`src/rtl/cw305_pkg.sv`:
```
// Shared types and address-map constants for the CW305 ciphertext capture block.
package cw305_pkg;

   typedef enum logic {
      IDLE = 1'b0,
      RUN  = 1'b1
   } state_t;

   localparam int DONE_BIT      = 0;
   localparam int OVERRUN_BIT   = 1;

   localparam int DEF_CT_WIDTH  = 128;
   localparam int DEF_CNT_WIDTH = 32;

   localparam int CT_BASE       = 0;
   localparam int CNT_BASE      = CT_BASE + DEF_CT_WIDTH / 8;
   localparam int STATUS_ADDR   = CNT_BASE + DEF_CNT_WIDTH / 8;

   // Address map for non-default widths: counter bytes follow the ciphertext bytes.
   function automatic int cnt_base(input int nb);
      return CT_BASE + nb;
   endfunction

   function automatic int status_addr(input int nb, input int nc);
      return CT_BASE + nb + nc;
   endfunction

endpackage

```
`src/rtl/cw305_rd_mux.sv`:
```
// Registered byte-select read mux for the host bus: one-cycle latency,
// rd_valid pulses with each read, rd_data holds between reads.
module cw305_rd_mux
   import cw305_pkg::*;
#(
   parameter int CT_WIDTH  = 128,
   parameter int CNT_WIDTH = 32
) (
   input  logic                 clk,
   input  logic                 rst,
   input  logic                 rd_en,
   input  logic [7:0]           rd_addr,
   input  logic [CT_WIDTH-1:0]  ct_reg,
   input  logic [CNT_WIDTH-1:0] cnt_reg,
   input  logic [7:0]           status,
   output logic [7:0]           rd_data,
   output logic                 rd_valid
);

   localparam int NB            = CT_WIDTH / 8;
   localparam int NC            = CNT_WIDTH / 8;
   localparam int LP_CNT_BASE   = cnt_base(NB);
   localparam int LP_STATUS     = status_addr(NB, NC);

   logic [7:0] w_byte;
   logic [7:0] r_data;
   logic       r_valid;

   // Addresses are disjoint, so OR-ing the gated bytes selects exactly one (or none -> 0).
   always_comb begin
      w_byte = 8'h00;
      for (int i = 0; i < NB; i++) begin
         w_byte = w_byte | ((rd_addr == 8'(CT_BASE + i)) ? ct_reg[CT_WIDTH-1-8*i -: 8] : 8'h00);
      end
      for (int j = 0; j < NC; j++) begin
         w_byte = w_byte | ((rd_addr == 8'(LP_CNT_BASE + j)) ? cnt_reg[8*j +: 8] : 8'h00);
      end
      w_byte = w_byte | ((rd_addr == 8'(LP_STATUS)) ? status : 8'h00);
   end

   // Read data/valid registers.
   always_ff @(posedge clk or posedge rst) begin
      if (rst) begin
         r_data  <= 8'h00;
         r_valid <= 1'b0;
      end else begin
         r_valid <= rd_en;
         if (rd_en) begin
            r_data <= w_byte;
         end
      end
   end

   assign rd_data  = r_data;
   assign rd_valid = r_valid;

endmodule

```
`src/rtl/cw305_ct_capture.sv`:
```
// Latches the crypto core's ciphertext on busy's falling edge, counts busy
// cycles, keeps done/overrun status and drives a registered scope trigger.
module cw305_ct_capture
   import cw305_pkg::*;
#(
   parameter int CT_WIDTH  = 128,
   parameter int CNT_WIDTH = 32
) (
   input  logic                clk,
   input  logic                rst,
   input  logic                busy_in,
   input  logic [CT_WIDTH-1:0] ct_in,
   input  logic                rd_en,
   input  logic [7:0]          rd_addr,
   output logic [7:0]          rd_data,
   output logic                rd_valid,
   output logic                done,
   output logic                overrun,
   output logic                trig_out
);

   localparam int NB             = CT_WIDTH / 8;
   localparam int NC             = CNT_WIDTH / 8;
   localparam int LP_STATUS_ADDR = status_addr(NB, NC);

   state_t               r_state;
   state_t               w_state_next;
   logic [CNT_WIDTH-1:0] r_run_cnt;
   logic [CNT_WIDTH-1:0] w_run_cnt_next;
   logic [CT_WIDTH-1:0]  r_ct;
   logic [CNT_WIDTH-1:0] r_cnt;
   logic                 r_done;
   logic                 r_overrun;
   logic                 r_trig;
   logic                 w_capture;
   logic                 w_sr;
   logic                 w_done_next;
   logic                 w_overrun_next;
   logic [7:0]           w_status;

   // Entering RUN is itself the rising edge of busy, so no edge detector is kept.
   always_comb begin
      w_state_next   = r_state;
      w_run_cnt_next = r_run_cnt;
      w_capture      = 1'b0;
      case (r_state)
         IDLE: begin
            if (busy_in) begin
               w_state_next   = RUN;
               w_run_cnt_next = {{(CNT_WIDTH-1){1'b0}}, 1'b1};
            end
         end
         RUN: begin
            if (busy_in) begin
               w_run_cnt_next = (r_run_cnt == {CNT_WIDTH{1'b1}}) ? r_run_cnt
                                                                 : r_run_cnt + {{(CNT_WIDTH-1){1'b0}}, 1'b1};
            end else begin
               w_capture    = 1'b1;
               w_state_next = IDLE;
            end
         end
         default: begin
            w_state_next = IDLE;
         end
      endcase
   end

   // Status flags: a status read clears them, a capture re-arms done.
   always_comb begin
      w_sr           = rd_en & (rd_addr == 8'(LP_STATUS_ADDR));
      w_done_next    = w_capture | (r_done & ~w_sr);
      w_overrun_next = (w_capture & r_done & ~w_sr) | (r_overrun & ~w_sr);
      w_status                = 8'h00;
      w_status[DONE_BIT]      = r_done;
      w_status[OVERRUN_BIT]   = r_overrun;
   end

   // FSM state and running busy-cycle count.
   always_ff @(posedge clk or posedge rst) begin
      if (rst) begin
         r_state   <= IDLE;
         r_run_cnt <= {CNT_WIDTH{1'b0}};
      end else begin
         r_state   <= w_state_next;
         r_run_cnt <= w_run_cnt_next;
      end
   end

   // Captured ciphertext and count, held until the next capture.
   always_ff @(posedge clk or posedge rst) begin
      if (rst) begin
         r_ct  <= {CT_WIDTH{1'b0}};
         r_cnt <= {CNT_WIDTH{1'b0}};
      end else if (w_capture) begin
         r_ct  <= ct_in;
         r_cnt <= r_run_cnt;
      end
   end

   // Flag and trigger registers.
   always_ff @(posedge clk or posedge rst) begin
      if (rst) begin
         r_done    <= 1'b0;
         r_overrun <= 1'b0;
         r_trig    <= 1'b0;
      end else begin
         r_done    <= w_done_next;
         r_overrun <= w_overrun_next;
         r_trig    <= busy_in;
      end
   end

   cw305_rd_mux #(
      .CT_WIDTH  (CT_WIDTH),
      .CNT_WIDTH (CNT_WIDTH)
   ) u_rd_mux (
      .clk      (clk),
      .rst      (rst),
      .rd_en    (rd_en),
      .rd_addr  (rd_addr),
      .ct_reg   (r_ct),
      .cnt_reg  (r_cnt),
      .status   (w_status),
      .rd_data  (rd_data),
      .rd_valid (rd_valid)
   );

   assign done     = r_done;
   assign overrun  = r_overrun;
   assign trig_out = r_trig;

endmodule
```
`config.mk`:
```
export PLATFORM = sky130hd
export DESIGN_NAME = cw305_ct_capture
export DESIGN_NICKNAME = d
export VERILOG_FILES = /design/src/rtl/cw305_pkg.sv /design/src/rtl/cw305_rd_mux.sv /design/src/rtl/cw305_ct_capture.sv
export SDC_FILE = /design/constraint.sdc
export NUM_CORES = 1
export LEC_CHECK = 0
export ABC_CLOCK_PERIOD_IN_PS = 13000
export CAP_MARGIN = 20
export CORE_ASPECT_RATIO = 1.25
export CORE_MARGIN = 2
export CORE_UTILIZATION = 50
export CTS_BUF_LIST = sky130_fd_sc_hd__clkbuf_2 sky130_fd_sc_hd__clkbuf_4 sky130_fd_sc_hd__clkbuf_8
export DETAILED_ROUTE_END_ITERATION = 10
export GPL_TIMING_DRIVEN = 0
export HOLD_SLACK_MARGIN = 0.12
export PLACE_DENSITY = 0.75
export SLEW_MARGIN = 20
export SYNTH_ARGS = -nofsm -noshare
export SYNTH_HDL_FRONTEND = slang
export SYNTH_SLANG_ARGS = --single-unit
export TNS_END_PERCENT = 1
```
`constraint.sdc`:
```
create_clock -name clk -period 13 [get_ports clk]
set_input_delay 2.6 -clock clk [delete_from_list [all_inputs] [get_ports clk]]
set_output_delay 2.6 -clock clk [all_outputs]
set_load 0.05 [all_outputs]
```
# After elaboration in Yosys (flattened, before gate mapping)
# Index checks and enable logic that the tools add are counted.
# W data, S select, Z words.
dict set report word_totals {
  register_bits 205
  latchBits 0
  ramBits 0
  romBits 0
  input_bits 140
  out_inout_bits 12
  word_cells 93
  mem_count 0
}
dict set report op_classes {
  addsub 1
  n_mul 0
  div 0
  magnitude_cmp 0
  eq_ne 24
  shift 0
  mux 28
  bitwise 29
  reduce_logical 2
}
# operator n
set op_table {}
lappend op_table {{$mux W8} 20}
lappend op_table {{$or A8 B8 Y8} 20}
lappend op_table {{$mux W32} 3}
lappend op_table {{$eq A8 B4 Y1 const B} 8}
lappend op_table {{$pmux W32 S2} 1}
lappend op_table {{$eq A8 B5 Y1 const B} 5}
lappend op_table {{$add A32 B1 Y32 const B} 1}
lappend op_table {{$eq A32 B32 Y1 const B} 1}
lappend op_table {{$eq A8 B3 Y1 const B} 4}
lappend op_table {{$eq A8 B2 Y1 const B} 2}
lappend op_table {{$eq A8 B1 Y1 const B} 1}
lappend op_table {{$logic_not A8 Y1} 1}
lappend op_table {{$ne A2 B2 Y1 const B} 3}
lappend op_table {{$and A1 B1 Y1} 5}
lappend op_table {{$mux W1} 3}
lappend op_table {{$reduce_and A3 Y1} 1}
lappend op_table {{$mux W2} 1}
lappend op_table {{$not A1 Y1} 2}
lappend op_table {{$or A1 B1 Y1} 2}

# Longest topological paths before layout
dict set report depth {
  ltp_word 22
  depth_mapped 8
  ltp_nobuf 6
}

# Cells and area by module
# A second synthesis with hierarchy kept.
dict set report unflattened {
  hier_cells 836
  area_unflattened_um2 10034.6
}
# mod instances cells_each area_each_um2 seq_area_each_um2
set by_module_without_submodules {}
lappend by_module_without_submodules {cw305_ct_capture 1 600 8135.3 4879.7}
lappend by_module_without_submodules {cw305_rd_mux 1 236 1899.3 225.2}

# Worst setup path after synthesis
# No wires, ideal clock.
dict set report synth_timing {
  kind {input to register}
  start {input port rd_addr[4]}
  end {register u_rd_mux.r_data[5] (netlist: u_rd_mux.rd_data[5])}
  setup_time_ps 82
  arrival_time_ps 4155
  required_ps 12918
  setup_slack_ps 8763
  cell_stages 6
  n_path_buf 1
  cell_sequence {or4_4 buf_6 or4_1 o311a_1 and4_1 a31oi_1}
}
dict set report synth_via {
  elab_chain_cells 22
  word_cells_on_any_way 60
  cone_classes {eq/ne (19); mux (20); bitwise (20); reduce/logical (1)}
}
# item line
set synth_rtl {}
lappend synth_rtl {{from (decl)} cw305_ct_capture.sv:14} ;# input logic [7:0] rd_addr,
lappend synth_rtl {{$eq A8 B1 Y1 or $logic_not A8 Y1 (tied branches)} cw305_rd_mux.sv:33} ;# w_byte = w_byte | ((rd_addr == 8'(CT_BASE + i)) ? ct_reg[CT_WIDTH-1-8*i -: 8] : 8'h00);
lappend synth_rtl {{$mux W8} cw305_rd_mux.sv:33}
lappend synth_rtl {{$or A8 B8 Y8 (15 in series)} cw305_rd_mux.sv:33}
lappend synth_rtl {{$or A8 B8 Y8 (3 in series)} cw305_rd_mux.sv:36} ;# w_byte = w_byte | ((rd_addr == 8'(LP_CNT_BASE + j)) ? cnt_reg[8*j +: 8] : 8'h00);
lappend synth_rtl {{$or A8 B8 Y8 (*)} cw305_rd_mux.sv:36}
lappend synth_rtl {{$or A8 B8 Y8 (*)} cw305_rd_mux.sv:38} ;# w_byte = w_byte | ((rd_addr == 8'(LP_STATUS)) ? status : 8'h00);
lappend synth_rtl {{to (signal assigned)} cw305_rd_mux.sv:49} ;# r_data <= w_byte;
lappend synth_rtl {{to (decl)} cw305_rd_mux.sv:26} ;# logic [7:0] r_data;
# Every way passes the cells marked *; elsewhere a longest branch is shown, timed or not.
# A chain may end at the register's enable or synchronous reset.

# Final worst setup path
dict set report layout_timing {
  start {input port rd_addr[2]}
  end {register u_rd_mux.r_data[5] (netlist: u_rd_mux.rd_data[5])}
}
# Same word-level chain as after synthesis.

==> results.md <==
- Total die area: 0.0207 mm2
- Cell Rows: 57
- Via count: a little under 8k
- First-pass GRT wire length: 46.6 mm
- Pins over their slew limit: 0
- Setup TNS: 0 ps
- Post-synthesis net count: between 900 and 1k
- Post-CTS setup buffer count: 0
- CP Data Arrival Time: 5540 ps
- Wirelength per Cell: about 24 um
- Final period util: between 30% and 40%
- Cell family with most CP delay: buffers and inverters
- Crit-path max cell delay: approximately 700 ps
- Tot GR Track Use: a little under a third
- Final setup viols: 0
- DIE WIDTH: between 100 and 150 um
- Crit end category: register
- Fin area: ~0.012 mm2
- Max Cap Viol: 0
- GP Congestion: roughly 0.97
- Leakage: ~5 nW
- Worst path required time: around 13000 ps
- Worst Path Buf+Inv: 4
- Core ar.: just under 0.02 mm2
- # nets final: approximately 1.2k
- PwrDens: roughly 130 mW/mm2
- F_max: between 0.15 and 0.2 GHz
- Hold buffers post-CTS: 0
- Max VDD drop: between 0.00007 and 0.00008 V
- Post-CTS resize count: 0
- Max H-tree Level: 2
- Count of cell types in the netlist: 65
- Router iterations before antenna repair: 6
- Initial antenna violation count: 0
- Root buffer cell: clkbuf_8
- Yosys reg bits: roughly 200
- WL final: about 31 mm
- Initial Util: between 50% and 60%
- Input/output buffers: around 150
- Layout fillers: between 1.5k and 2k
- Grt ovf: 0
- Inserted Diodes: 0
- Post-DRT Antenna Nets: 0
- EDFF count, synth: 0
- Kind of critical path: input port to register
- Height of the die: roughly 160 um
- Clock skew: approximately 26 ps
- Crit path cell chain: clkdlybuf4s50_1 -> buf_2 -> buf_1 -> clkbuf_1 -> nand3_1 -> a21oi_1 -> o21ai_0 -> a31oi_1
- Via density: 6.08
- Largest net degree at the start of global routing: 105
- Post-Syn Instances: 824
- Slew headroom: a little under two fifths
- Reg clk slew, reported paths: roughly 70 ps
- CTS Sinks: between 200 and 250
- Synth async-reset ratio: 100%
- Post-DP HPWL: ~22 mm
- Post-synthesis sequential area ratio: 52.2%
- Maximum fanout along the worst path: 10
- Area of placed instances: approximately 0.012 mm2
- Worst-skew pair later-pin latency: ~530 ps
- Worst Tran Pin Value: 938 ps
- Worst setup SP type: input port
- Ys Warns: 0
- Io pins: approximately 150
- CTS tree: yes
- Status: finished clean
- Layout cells sized above 1: 25.2%
- Worst path slowest cell: buf_1
- Total power: 1.58 mW
- Post-synthesis cell area: about 0.0098 mm2
- Vias in the first global route: between 8k and 9k
- CTS buffer count: 34
- Avg Inst Size Synth: around 12 um2
- Synthesis-to-layout area growth: 26.5%
- DR DRC count: 0
- Final Critical Period: approximately 5100 ps
- First-iteration detailed-routing DRC count: between 600 and 700
- Final Hold Fails: 0
- Clock Path Buffers: 3
- Unrepaired setup endpoints after global routing: false
- Ys flop type: dfrtp_1
- Min-delay worst type: register to register
state kept, by name, indices dropped and copies added (netlist names):
register	count
done	1
overrun	1
r_cnt	32
r_ct	128
r_run_cnt	32
r_state	1
u_rd_mux.rd_data	8
u_rd_mux.rd_valid	1
cells in the final DEF, fill, tap and decap left out, types with 15 or more instances in the layout:
cell type and instances:
mux2_2 169, clkbuf_1 36, nand4_1 19, nand2_1 37
a21oi_1 22, a31oi_1 16, dfrtp_1 204, and3_1 15
mux2i_1 19, clkbuf_8 45, buf_2 16, nand3_1 26
clkdlybuf4s50_1 149, o21ai_0 50, nor2_1 25
power by group:
| part | internal, mW | leakage, nW | switching, mW |
|---|---|---|---|
| clock | 0.348 | 0.388 | 0.256 |
| sequential | 0.704 | 2.52 | 0.0443 |
| combinational | 0.123 | 2.11 | 0.109 |
stage by stage:
stage	cells	worst slack, ps	util (%)	hold slack [ps]
2_1_floorplan	824	4830	-	467
3_3_place_gp	1238	2200	60.1	481
3_5_place_dp	1239	7570	60.2	491
4_1_cts	1299	8090	64.0	505
5_1_grt	1299	7920	64.0	513
6_report	1299	7900	64.0	504
cell usage after synthesis (all sizes together), types with 5 or more instances:
master | instances | area [um2]
and3 | 15 | 93.8
nor4 | 5 | 37.5
mux4 | 5 | 113
mux2i | 19 | 190
nor2 | 25 | 93.8
o31ai | 15 | 118
and2 | 10 | 62.6
clkbuf | 38 | 145
mux2 | 169 | 1900
a22oi | 13 | 97.6
nor3 | 12 | 65.1
nand3 | 26 | 130
dfrtp | 204 | 5100
nand2 | 37 | 139
nand4 | 19 | 119
a41oi | 12 | 105
a31oi | 16 | 100
buf | 22 | 110
o21ai | 51 | 255
a32o | 6 | 60.1
a21oi | 22 | 110
nand2b | 5 | 31.3
and4 | 6 | 52.6
inv | 9 | 33.8
nor2b | 7 | 43.8
metal layers:
layer  part of all wire, %  routed length, um  track usage (%)
met5                     0                  0                0
met1                    38              11900             36.9
met3                   7.1               2210             5.60
met4                   5.4               1680             15.3
met2                    49              15200             50.7
cells by family after synthesis:
family,synth area share (%)
AOI/OAI and AO/OA,12.1
adders and majority gates,0.128
buffers and inverters,2.95
DFF,52.2
muxes,22.5
and+or+nand+nor,10.1
cell type report:
class                   instances  area, um2  share of cell area [%]
multi-input cells             551       4390                    35.5
flip-flops and latches        204       5100                    41.3
inverters                       9       41.3                   0.334
well taps                     265        332                    2.68
repair buffers                150       1520                    12.3
clock buffers                  59        724                    5.85
clock inverters                 1       7.51                  0.0607
plain buffers                  60        255                    2.06
path summary, 6_finish.rpt:
check	start	to	slack, ps	cells past startpoint
worst min register to register	r_ct[34]	r_ct[34]	500	1
min in group asynchronous	rst	r_ct[28]	2630	2
worst min-delay path	r_ct[34]	r_ct[34]	500	1
max in group asynchronous	rst	r_ct[25]	9390	3
worst max-delay path	rd_addr[2]	u_rd_mux.rd_data[5]	7900	8
worst max register to register	r_state	r_ct[3]	10250	5
worst reg2reg max path: stages (launching register included):
cell      delay (ps)
dfrtp_1          460
inv_1             90
nor2_1           590
clkbuf_1         450
clkbuf_1         640
mux2_2           420
(Power assumes the default switching activity.)
